[src/rtl/pa_result_wb.sv]
// Writeback stage for the PA controller: accepts per-tile accumulator results,
// requantizes them to int8 in a 3-stage pipeline and writes them to destination RAM.
module pa_result_wb #(
  parameter int ADDR_W  = 16,
  parameter int TOTAL_W = 32
) (
  input  logic               clk,
  input  logic               rst,
  input  logic               start,
  input  logic [TOTAL_W-1:0] total_outputs,
  input  logic [ADDR_W-1:0]  dst_base,
  input  logic [31:0]        out_mult,
  input  logic [4:0]         out_shift,
  input  logic [31:0]        out_offset,
  input  logic [7:0]         act_min,
  input  logic [7:0]         act_max,
  input  logic               dst_wr_rdy,
  input  logic [3:0]         result_addr,
  input  logic [31:0]        acc_data,
  output logic               dst_wr_acq,
  output logic               mem_wr_en,
  output logic [ADDR_W-1:0]  mem_wr_addr,
  output logic [7:0]         mem_wr_data,
  input  logic               mem_rdy,
  output logic               busy,
  output logic               done
);

  typedef enum logic [1:0] {IDLE, RUN, DONE} state_t;

  state_t state_q, state_d;

  logic [TOTAL_W-1:0]       total_q, total_d;
  logic [ADDR_W-1:0]        base_q, base_d;
  logic signed [31:0]       mult_q, mult_d;
  logic [4:0]               shift_q, shift_d;
  logic signed [31:0]       offset_q, offset_d;
  logic signed [7:0]        min_q, min_d;
  logic signed [7:0]        max_q, max_d;

  logic [ADDR_W-5:0]        tile_cnt_q, tile_cnt_d;
  logic [TOTAL_W-1:0]       acc_cnt_q, acc_cnt_d;
  logic [TOTAL_W-1:0]       wr_cnt_q, wr_cnt_d;

  logic                     s1_valid_q, s1_valid_d;
  logic signed [31:0]       s1_acc_q, s1_acc_d;
  logic [ADDR_W-1:0]        s1_addr_q, s1_addr_d;
  logic                     s2_valid_q, s2_valid_d;
  logic signed [63:0]       s2_prod_q, s2_prod_d;
  logic [ADDR_W-1:0]        s2_addr_q, s2_addr_d;
  logic                     s3_valid_q, s3_valid_d;
  logic [7:0]               s3_data_q, s3_data_d;
  logic [ADDR_W-1:0]        s3_addr_q, s3_addr_d;

  logic                     stall;
  logic                     fire;
  logic                     accept;
  logic signed [63:0]       rnd;
  logic signed [31:0]       v;
  logic signed [31:0]       min_ext;
  logic signed [31:0]       max_ext;

  assign stall      = s3_valid_q & ~mem_rdy;
  assign fire       = s3_valid_q & mem_rdy;
  assign dst_wr_acq = (state_q == RUN) & ~stall & (acc_cnt_q < total_q);
  assign accept     = dst_wr_rdy & dst_wr_acq;

  assign mem_wr_en   = s3_valid_q;
  assign mem_wr_addr = s3_addr_q;
  assign mem_wr_data = s3_data_q;
  assign busy        = (state_q == RUN);
  assign done        = (state_q == DONE);

  // Requantization of the S2 product: round-half-up shift, offset, then clamp.
  always_comb begin
    rnd     = (shift_q == 5'd0) ? 64'sd0 : (64'sd1 <<< (shift_q - 5'd1));
    v       = 32'((s2_prod_q + rnd) >>> shift_q) + offset_q;
    min_ext = min_q;
    max_ext = max_q;
    if (v < min_ext) begin
      // Low clamp first, high clamp last: an inverted range yields act_max.
      s3_data_d = (min_ext > max_ext) ? max_q : min_q;
    end else if (v > max_ext) begin
      s3_data_d = max_q;
    end else begin
      s3_data_d = v[7:0];
    end
    if (stall) begin
      s3_data_d = s3_data_q;
    end
  end

  always_comb begin
    state_d    = state_q;
    total_d    = total_q;
    base_d     = base_q;
    mult_d     = mult_q;
    shift_d    = shift_q;
    offset_d   = offset_q;
    min_d      = min_q;
    max_d      = max_q;
    tile_cnt_d = tile_cnt_q;
    acc_cnt_d  = acc_cnt_q;
    wr_cnt_d   = wr_cnt_q;

    case (state_q)
      IDLE: begin
        if (start) begin
          total_d    = total_outputs;
          base_d     = dst_base;
          mult_d     = out_mult;
          shift_d    = out_shift;
          offset_d   = out_offset;
          min_d      = act_min;
          max_d      = act_max;
          tile_cnt_d = '0;
          acc_cnt_d  = '0;
          wr_cnt_d   = '0;
          state_d    = (total_outputs == '0) ? DONE : RUN;
        end
      end
      RUN: begin
        if (accept) begin
          acc_cnt_d = acc_cnt_q + TOTAL_W'(1);
          if (result_addr == 4'hF) begin
            tile_cnt_d = tile_cnt_q + 1'b1;
          end
        end
        if (fire) begin
          wr_cnt_d = wr_cnt_q + TOTAL_W'(1);
          if (wr_cnt_q == total_q - TOTAL_W'(1)) begin
            state_d = DONE;
          end
        end
      end
      DONE: begin
        state_d = IDLE;
      end
      default: begin
        state_d = IDLE;
      end
    endcase
  end

  // Whole pipeline freezes together while the RAM refuses the S3 write.
  always_comb begin
    s1_valid_d = s1_valid_q;
    s1_acc_d   = s1_acc_q;
    s1_addr_d  = s1_addr_q;
    s2_valid_d = s2_valid_q;
    s2_prod_d  = s2_prod_q;
    s2_addr_d  = s2_addr_q;
    s3_valid_d = s3_valid_q;
    s3_addr_d  = s3_addr_q;
    if (!stall) begin
      s1_valid_d = accept;
      s1_acc_d   = acc_data;
      s1_addr_d  = base_q + {tile_cnt_q, 4'b0000} + ADDR_W'(result_addr);
      s2_valid_d = s1_valid_q;
      s2_prod_d  = s1_acc_q * mult_q;
      s2_addr_d  = s1_addr_q;
      s3_valid_d = s2_valid_q;
      s3_addr_d  = s2_addr_q;
    end
  end

  always_ff @(posedge clk or posedge rst) begin
    if (rst) begin
      state_q    <= IDLE;
      total_q    <= '0;
      base_q     <= '0;
      mult_q     <= '0;
      shift_q    <= '0;
      offset_q   <= '0;
      min_q      <= '0;
      max_q      <= '0;
      tile_cnt_q <= '0;
      acc_cnt_q  <= '0;
      wr_cnt_q   <= '0;
      s1_valid_q <= 1'b0;
      s1_acc_q   <= '0;
      s1_addr_q  <= '0;
      s2_valid_q <= 1'b0;
      s2_prod_q  <= '0;
      s2_addr_q  <= '0;
      s3_valid_q <= 1'b0;
      s3_data_q  <= '0;
      s3_addr_q  <= '0;
    end else begin
      state_q    <= state_d;
      total_q    <= total_d;
      base_q     <= base_d;
      mult_q     <= mult_d;
      shift_q    <= shift_d;
      offset_q   <= offset_d;
      min_q      <= min_d;
      max_q      <= max_d;
      tile_cnt_q <= tile_cnt_d;
      acc_cnt_q  <= acc_cnt_d;
      wr_cnt_q   <= wr_cnt_d;
      s1_valid_q <= s1_valid_d;
      s1_acc_q   <= s1_acc_d;
      s1_addr_q  <= s1_addr_d;
      s2_valid_q <= s2_valid_d;
      s2_prod_q  <= s2_prod_d;
      s2_addr_q  <= s2_addr_d;
      s3_valid_q <= s3_valid_d;
      s3_data_q  <= s3_data_d;
      s3_addr_q  <= s3_addr_d;
    end
  end

endmodule

[config.mk]
export PLATFORM = sky130hd
export DESIGN_NAME = pa_result_wb
export DESIGN_NICKNAME = d
export VERILOG_FILES = /design/src/rtl/pa_result_wb.sv
export SDC_FILE = /design/constraint.sdc
export NUM_CORES = 2
export LEC_CHECK = 0
export ABC_AREA = 0
export CAP_MARGIN = 25
export CORE_MARGIN = 1.5
export CORE_UTILIZATION = 30
export DETAILED_ROUTE_END_ITERATION = 10
export DONT_BUFFER_PORTS = 1
export PLACE_DENSITY = 0.56
export SETUP_SLACK_MARGIN = 0.1
export SLEW_MARGIN = 20
export SYNTH_ARGS = -nofsm -noshare
export SYNTH_HDL_FRONTEND = slang
export SYNTH_SLANG_ARGS = --single-unit
[constraint.sdc]
create_clock -name clk -period 22.7 [get_ports clk]
set_clock_uncertainty 0.2 [all_clocks]
set_input_delay 1.135 -clock clk [delete_from_list [all_inputs] [get_ports clk]]
set_output_delay 1.135 -clock clk [all_outputs]
set_load 0.01 [all_outputs]
## Word level (Yosys, flattened, before mapping)

Cells that the tools add are included.
Widths: inputs -> output; s select.

- Bitwise logic cells: 7
- Magnitude comparators: 4
- Shift-type cells: 2
- Multiply operators: 1
- Equality and inequality tests: 9
- Muxes and demuxes: 18
- Reductions and logical operators: 9
- $add $sub $neg: 9

Operators with widths:

| kind | count |
|---|---|
| $pmux 32 s2 | 2 |
| $mux 32 | 3 |
| $add 32x1->32 const B | 2 |
| $add 64x64->64 | 1 |
| $mul 32x32->64 | 1 |
| $mux 64 | 1 |
| $sshl 2x5->64 const A | 1 |
| $sshr 64x5->32 | 1 |
| $mux 12 | 3 |
| $add 32x32->32 | 1 |
| $eq 32x32->1 | 1 |
| $gt 32x8->1 | 1 |
| $logic_not 32->1 | 1 |
| $lt 32x32->1 | 1 |
| $lt 32x8->1 | 1 |
| $sub 32x1->32 const B | 1 |
| $mux 8 | 3 |
| $pmux 12 s2 | 1 |
| $add 16x16->16 | 1 |
| $add 16x4->16 | 1 |
| $add 12x1->12 const B | 1 |
| $reduce_and 3->1 | 3 |
| $gt 8x8->1 | 1 |
| $mux 2 | 4 |
| other kinds (14) | 22 |

- Output and inout bits: 28
- Bits in registers: 366
- Input port bits: 174
- Logic and storage cells: 79

## Depth between registers and ports, before layout

- Depth in word-level cells: 9
- Mapped depth: 50
- Gate-level depth less buffers: 46

## Worst setup path after synthesis

OpenSTA, ideal clock, no wires.

- Path kind: register to register
- Start: register shift_q[1]
- End: register s3_data_q[0], in the netlist mem_wr_data[0]
- Library setup time: 0.104 ns
- Setup slack: 12.368 ns
- Period minus slack after synthesis: 10.332 ns
- Stages on the path, launching flop included: 47
- Arrival: 10.028 ns
- Cells stage by stage: dfrtp_1 -> clkbuf_1 -> clkinv_1 -> buf_1 -> clkbuf_1 -> clkbuf_1 -> nand2_1 -> nor2_1 -> ha_1 -> buf_2 -> and4_4 -> and3_1 -> a311o_2 -> a21boi_0 -> o221ai_1 -> a31oi_1 -> xnor2_1 -> mux2i_1 -> [... 11 more ...] -> a32oi_1 -> a21oi_1 -> a41o_1 -> or4_1 -> and3_1 -> a311o_1 -> a21oi_1 -> xnor2_1 -> ha_1 -> nand4_1 -> or2_2 -> nor3_1 -> nand3_1 -> nor4_1 -> nor2_1 -> a21boi_0 -> nor3_1 -> a221oi_1

- Cells in the longest elaborated chain, start to end: 9
- Elaborated cells on any way between the ends: 11
- Classes of those cells: 3 x add/sub; 2 x order compare; 2 x shift; 3 x mux; 1 x reduce/logical

Ends and longest elaborated chain:

| item | RTL line | source |
|---|---|---|
| start: declaration | 36 | `logic [4:0] shift_q, shift_d;` |
| start signal: assignment | 194 | `shift_q <= shift_d;` |
| $sub 5x1->5 | 76 | `rnd = (shift_q == 5'd0) ? 64'sd0 : (64'sd1 <<< (shift_q - 5'd1));` |
| $sshl 2x5->64 | 76 |  |
| $mux 64 | 76 |  |
| $add 64x64->64 | 77 | `v = 32'((s2_prod_q + rnd) >>> shift_q) + offset_q;` |
| $sshr 64x5->32 * | 77 |  |
| $add 32x32->32 * | 77 |  |
| $gt 32x8->1 | 83 | `end else if (v > max_ext) begin` |
| $mux 8 | 83 |  |
| $mux 8 * | 80 | `if (v < min_ext) begin` |
| end signal: assignment | 208 | `s3_data_q <= s3_data_d;` |
| end: declaration | 52 | `logic [7:0] s3_data_q, s3_data_d;` |

Mark *: on every way between the ends. The rest lies on a longest branch, timed or not.
A chain may end at the register's enable or synchronous reset.

## Worst setup path in the final report

- Start: register shift_q[2]
- End: register s3_data_q[5], in the netlist mem_wr_data[5]

The elaborated chain is that of the path after synthesis.

==> results.cfg <==
[routing]
first_pass_iters = 6
drt-initial-drc-count = 2310
wl_per_cell_um = 18.18
wl_um = 173400
drc = 0
routed_via_density = 4.889
vias = 46660
ant_nets = 0

[worst_setup_path]
cp-start-kind = register
required_ns = 23.02
worstSetupEndpointType = register
rr_worst_depth = 43
rr_endpoint = mem_wr_data[5]
path_buf_inv = 2
crit_path_max_incr_delay_ns = 0.70
timing.reg2reg.setup_slack_ns = 10.59
cp_slowest_cell = a31oi_1
path_common_cell = a21oi_1
reg2reg_from = shift_q[2]
path_max_fanout = 59
worstSetupPathType = register to register
critPathArrivalTime_ns = 12.43
cp_top_family = compound AO/OA/AOI/OAI gates

[run]
max-cap-violations = 0

[clocking]
clock_latency_ns = 0.67
post-cts-setup-buffers = 0
h-tree-depth = 2
cts_tree = yes
clk_pin_slew_ns = 0.06
numCtsBuffers = 48
clk_path_buf_depth = 3
cts_hold_buf = 0
ctsResizeCount = 0
clock_sinks = 365
ctsRootBufferMaster = clkbuf_16

[grt]
grt_util_all_layers_pct = 17.15
busiest_layer = met2
grt-ovfl-total = 0
grt_pass1_vias = 50425
antenna_found_initial = 7
grt_first_pass_wirelength_um = 282300
use_met2_pct = 30.79
grt_max_degree = 153
grtUsageMet1_pct = 21.57
met3_usage_pct = 1.872

[sta]
finalHoldViolCount = 0
finalCritPeriodShare_pct = 53.36
setup_viol = 0
setup_ws_ns = 10.59
min_period_ns = 12.11
worst_pin_slew_ns = 0.9772
rsz0062_at_grt = no
slew_violations = 0
fmax_mhz = 82.55
fin_tns_setup_ns = 0
timing.slew.headroom_pct = 34.78

[cells_and_area]
finalInstanceArea_mm2 = 0.06568
multiInputGateArea_mm2 = 0.04632
layout-drive-gt1-share_pct = 3.946
layout_commonest_cell = nand2_1
final_cell_mix = 1445 x nand2_1, 1193 x inv_1, 1076 x fa_1, 366 x ha_1, 357 x dfrtp_1
syn_to_final_growth_pct = 7.168
fill_cells = 21081
nets = 8445
register_area_mm2 = 0.009144
fin_util_pct = 32.43

[synthesis]
yosys-mux-area-fraction_pct = 2.170
synth_xor_area_share_pct = 3.681
post_synth_fa_ha_maj_area_fraction_pct = 42.62
synth_top_family_by_area = adder cells
synthCells = 7055
async_flop_share_pct = 100.0
ys_seq_area_share_pct = 14.90
synth_area_mm2 = 0.06129
synth_nets = 8671
synth_compound_area_share_pct = 9.336
synth_warnings = 0
ys_types = 84
yosys.area_share.simple_pct = 17.72
ys_ff_latch = 365
avgSynthCellArea_um2 = 8.687
yosys_most_used_dff = dfrtp_1
synth_edf_count = 0

[floorplanning]
dieArea_mm2 = 0.2070
die_x_um = 455.0
initial_core_util_pct = 30.26
fp-row-count = 165
ios = 202
die_h_um = 455.0
coreArea_mm2 = 0.2025

[placement]
dpl_cell_area_mm2 = 0.06397
numPortBuffers = 0
place_hpwl_um = 135000
place_congestion = 0.8848
place_ws_ns = 10.85

[min_path]
hp-class = input pin to async pin

[run_status]
status = finished clean
-- metrics by stage --
stage	hold slack, ns	std cells
final	0.1907	9543
after global routing	0.2311	9543
after CTS	0.2128	9539
after detailed placement	0.2478	9450
after global placement	0.2429	9450
after floorplan	0.2300	7055
-- cell type report --
cell class	instances	share of cell area, %
well taps	2672	5.090
multi-input cells	5131	70.52
flip-flops and latches	365	13.92
clock buffers	65	2.078
inverters	1197	6.852
diodes	3	0.01143
repair buffers	86	1.040
clock inverters	24	0.4896
-- routing by layer --
| layer | routed length (um) | vias up |
|---|---|---|
| met1 | 73320 | 23937 |
| met5 | 0 | - |
| li1 | - | 21487 |
| met3 | 6931 | 267 |
| met2 | 87910 | 969 |
| met4 | 5288 | 0 |
-- kinds of logic after synthesis --
group,after synthesis
buffers and inverters,1559
DFF,365
AOI/OAI and AO/OA,892
adders and majority gates,1442
xor gates and xnor gates,256
and+or+nand+nor,2432
other,1
muxes,108
-- synthesized netlist by cell type (18+ instances only) --
| cell type | number | share of area, % |
|---|---|---|
| nand2_1 | 1445 | 8.8 |
| mux2_2 | 29 | 0.53 |
| xor2_1 | 113 | 1.6 |
| and3_1 | 37 | 0.38 |
| nand2b_1 | 64 | 0.65 |
| a31oi_1 | 30 | 0.31 |
| nor2_1 | 253 | 1.5 |
| o21bai_1 | 18 | 0.22 |
| dfrtp_1 | 365 | 15 |
| nor3_1 | 53 | 0.43 |
| or3_1 | 25 | 0.26 |
| nor4_1 | 21 | 0.21 |
| inv_1 | 1194 | 7.3 |
| o21a_1 | 29 | 0.36 |
| clkbuf_1 | 328 | 2.0 |
| mux2i_1 | 62 | 1.0 |
| and2_1 | 315 | 3.2 |
| o211ai_1 | 29 | 0.36 |
| nand3_1 | 96 | 0.78 |
| ha_1 | 366 | 7.5 |
| nand4_1 | 53 | 0.54 |
| a21oi_1 | 237 | 1.9 |
| xnor2_1 | 142 | 2.0 |
| nor2b_1 | 24 | 0.24 |
| a211oi_1 | 39 | 0.48 |
| o21ai_0 | 224 | 1.8 |
| fa_1 | 1076 | 35 |
| buf_1 | 30 | 0.18 |
| a21o_1 | 113 | 1.4 |
-- flip-flops by register name, summed over array words and instances, names as in the netlist --
name / count
base_q: 16
state_q: 2
s1_acc_q: 32
wr_cnt_q: 32
s1_addr_q: 16
mem_wr_en: 1
s2_prod_q: 63
s2_addr_q: 16
s2_valid_q: 1
s1_valid_q: 1
acc_cnt_q: 32
offset_q: 32
max_q: 8
min_q: 8
mult_q: 32
mem_wr_data: 8
mem_wr_addr: 16
shift_q: 5
total_q: 32
tile_cnt_q: 12
-- worst max path at each step --
stage               start        endpoint  slack [ns]  depth (start not counted)
3_5_place_dp   shift_q[2]  mem_wr_data[5]       10.85                         43
3_3_place_gp   shift_q[2]  mem_wr_data[7]       10.93                         43
4_1_cts        shift_q[2]  mem_wr_data[1]       10.72                         43
2_1_floorplan         rst    acc_cnt_q[0]       11.23                          1
5_1_grt        shift_q[2]  mem_wr_data[1]        9.80                         43
6_report       shift_q[2]  mem_wr_data[5]       10.59                         43
-- worst reg2reg max path: cells and delay by family, from the launching register on --
kind / cells / cell delay, ns
and+or+nand+nor: 11 / 2.36
DFF: 1 / 0.34
buffers and inverters: 2 / 1.08
xor gates and xnor gates: 2 / 0.25
muxes: 1 / 0.23
adders and majority gates: 4 / 1.36
AOI/OAI and AO/OA: 23 / 6.12
Power is left out: the tool's default activity adds up to more than one toggle a clock period on the data nets, which glitch-free logic cannot reach.
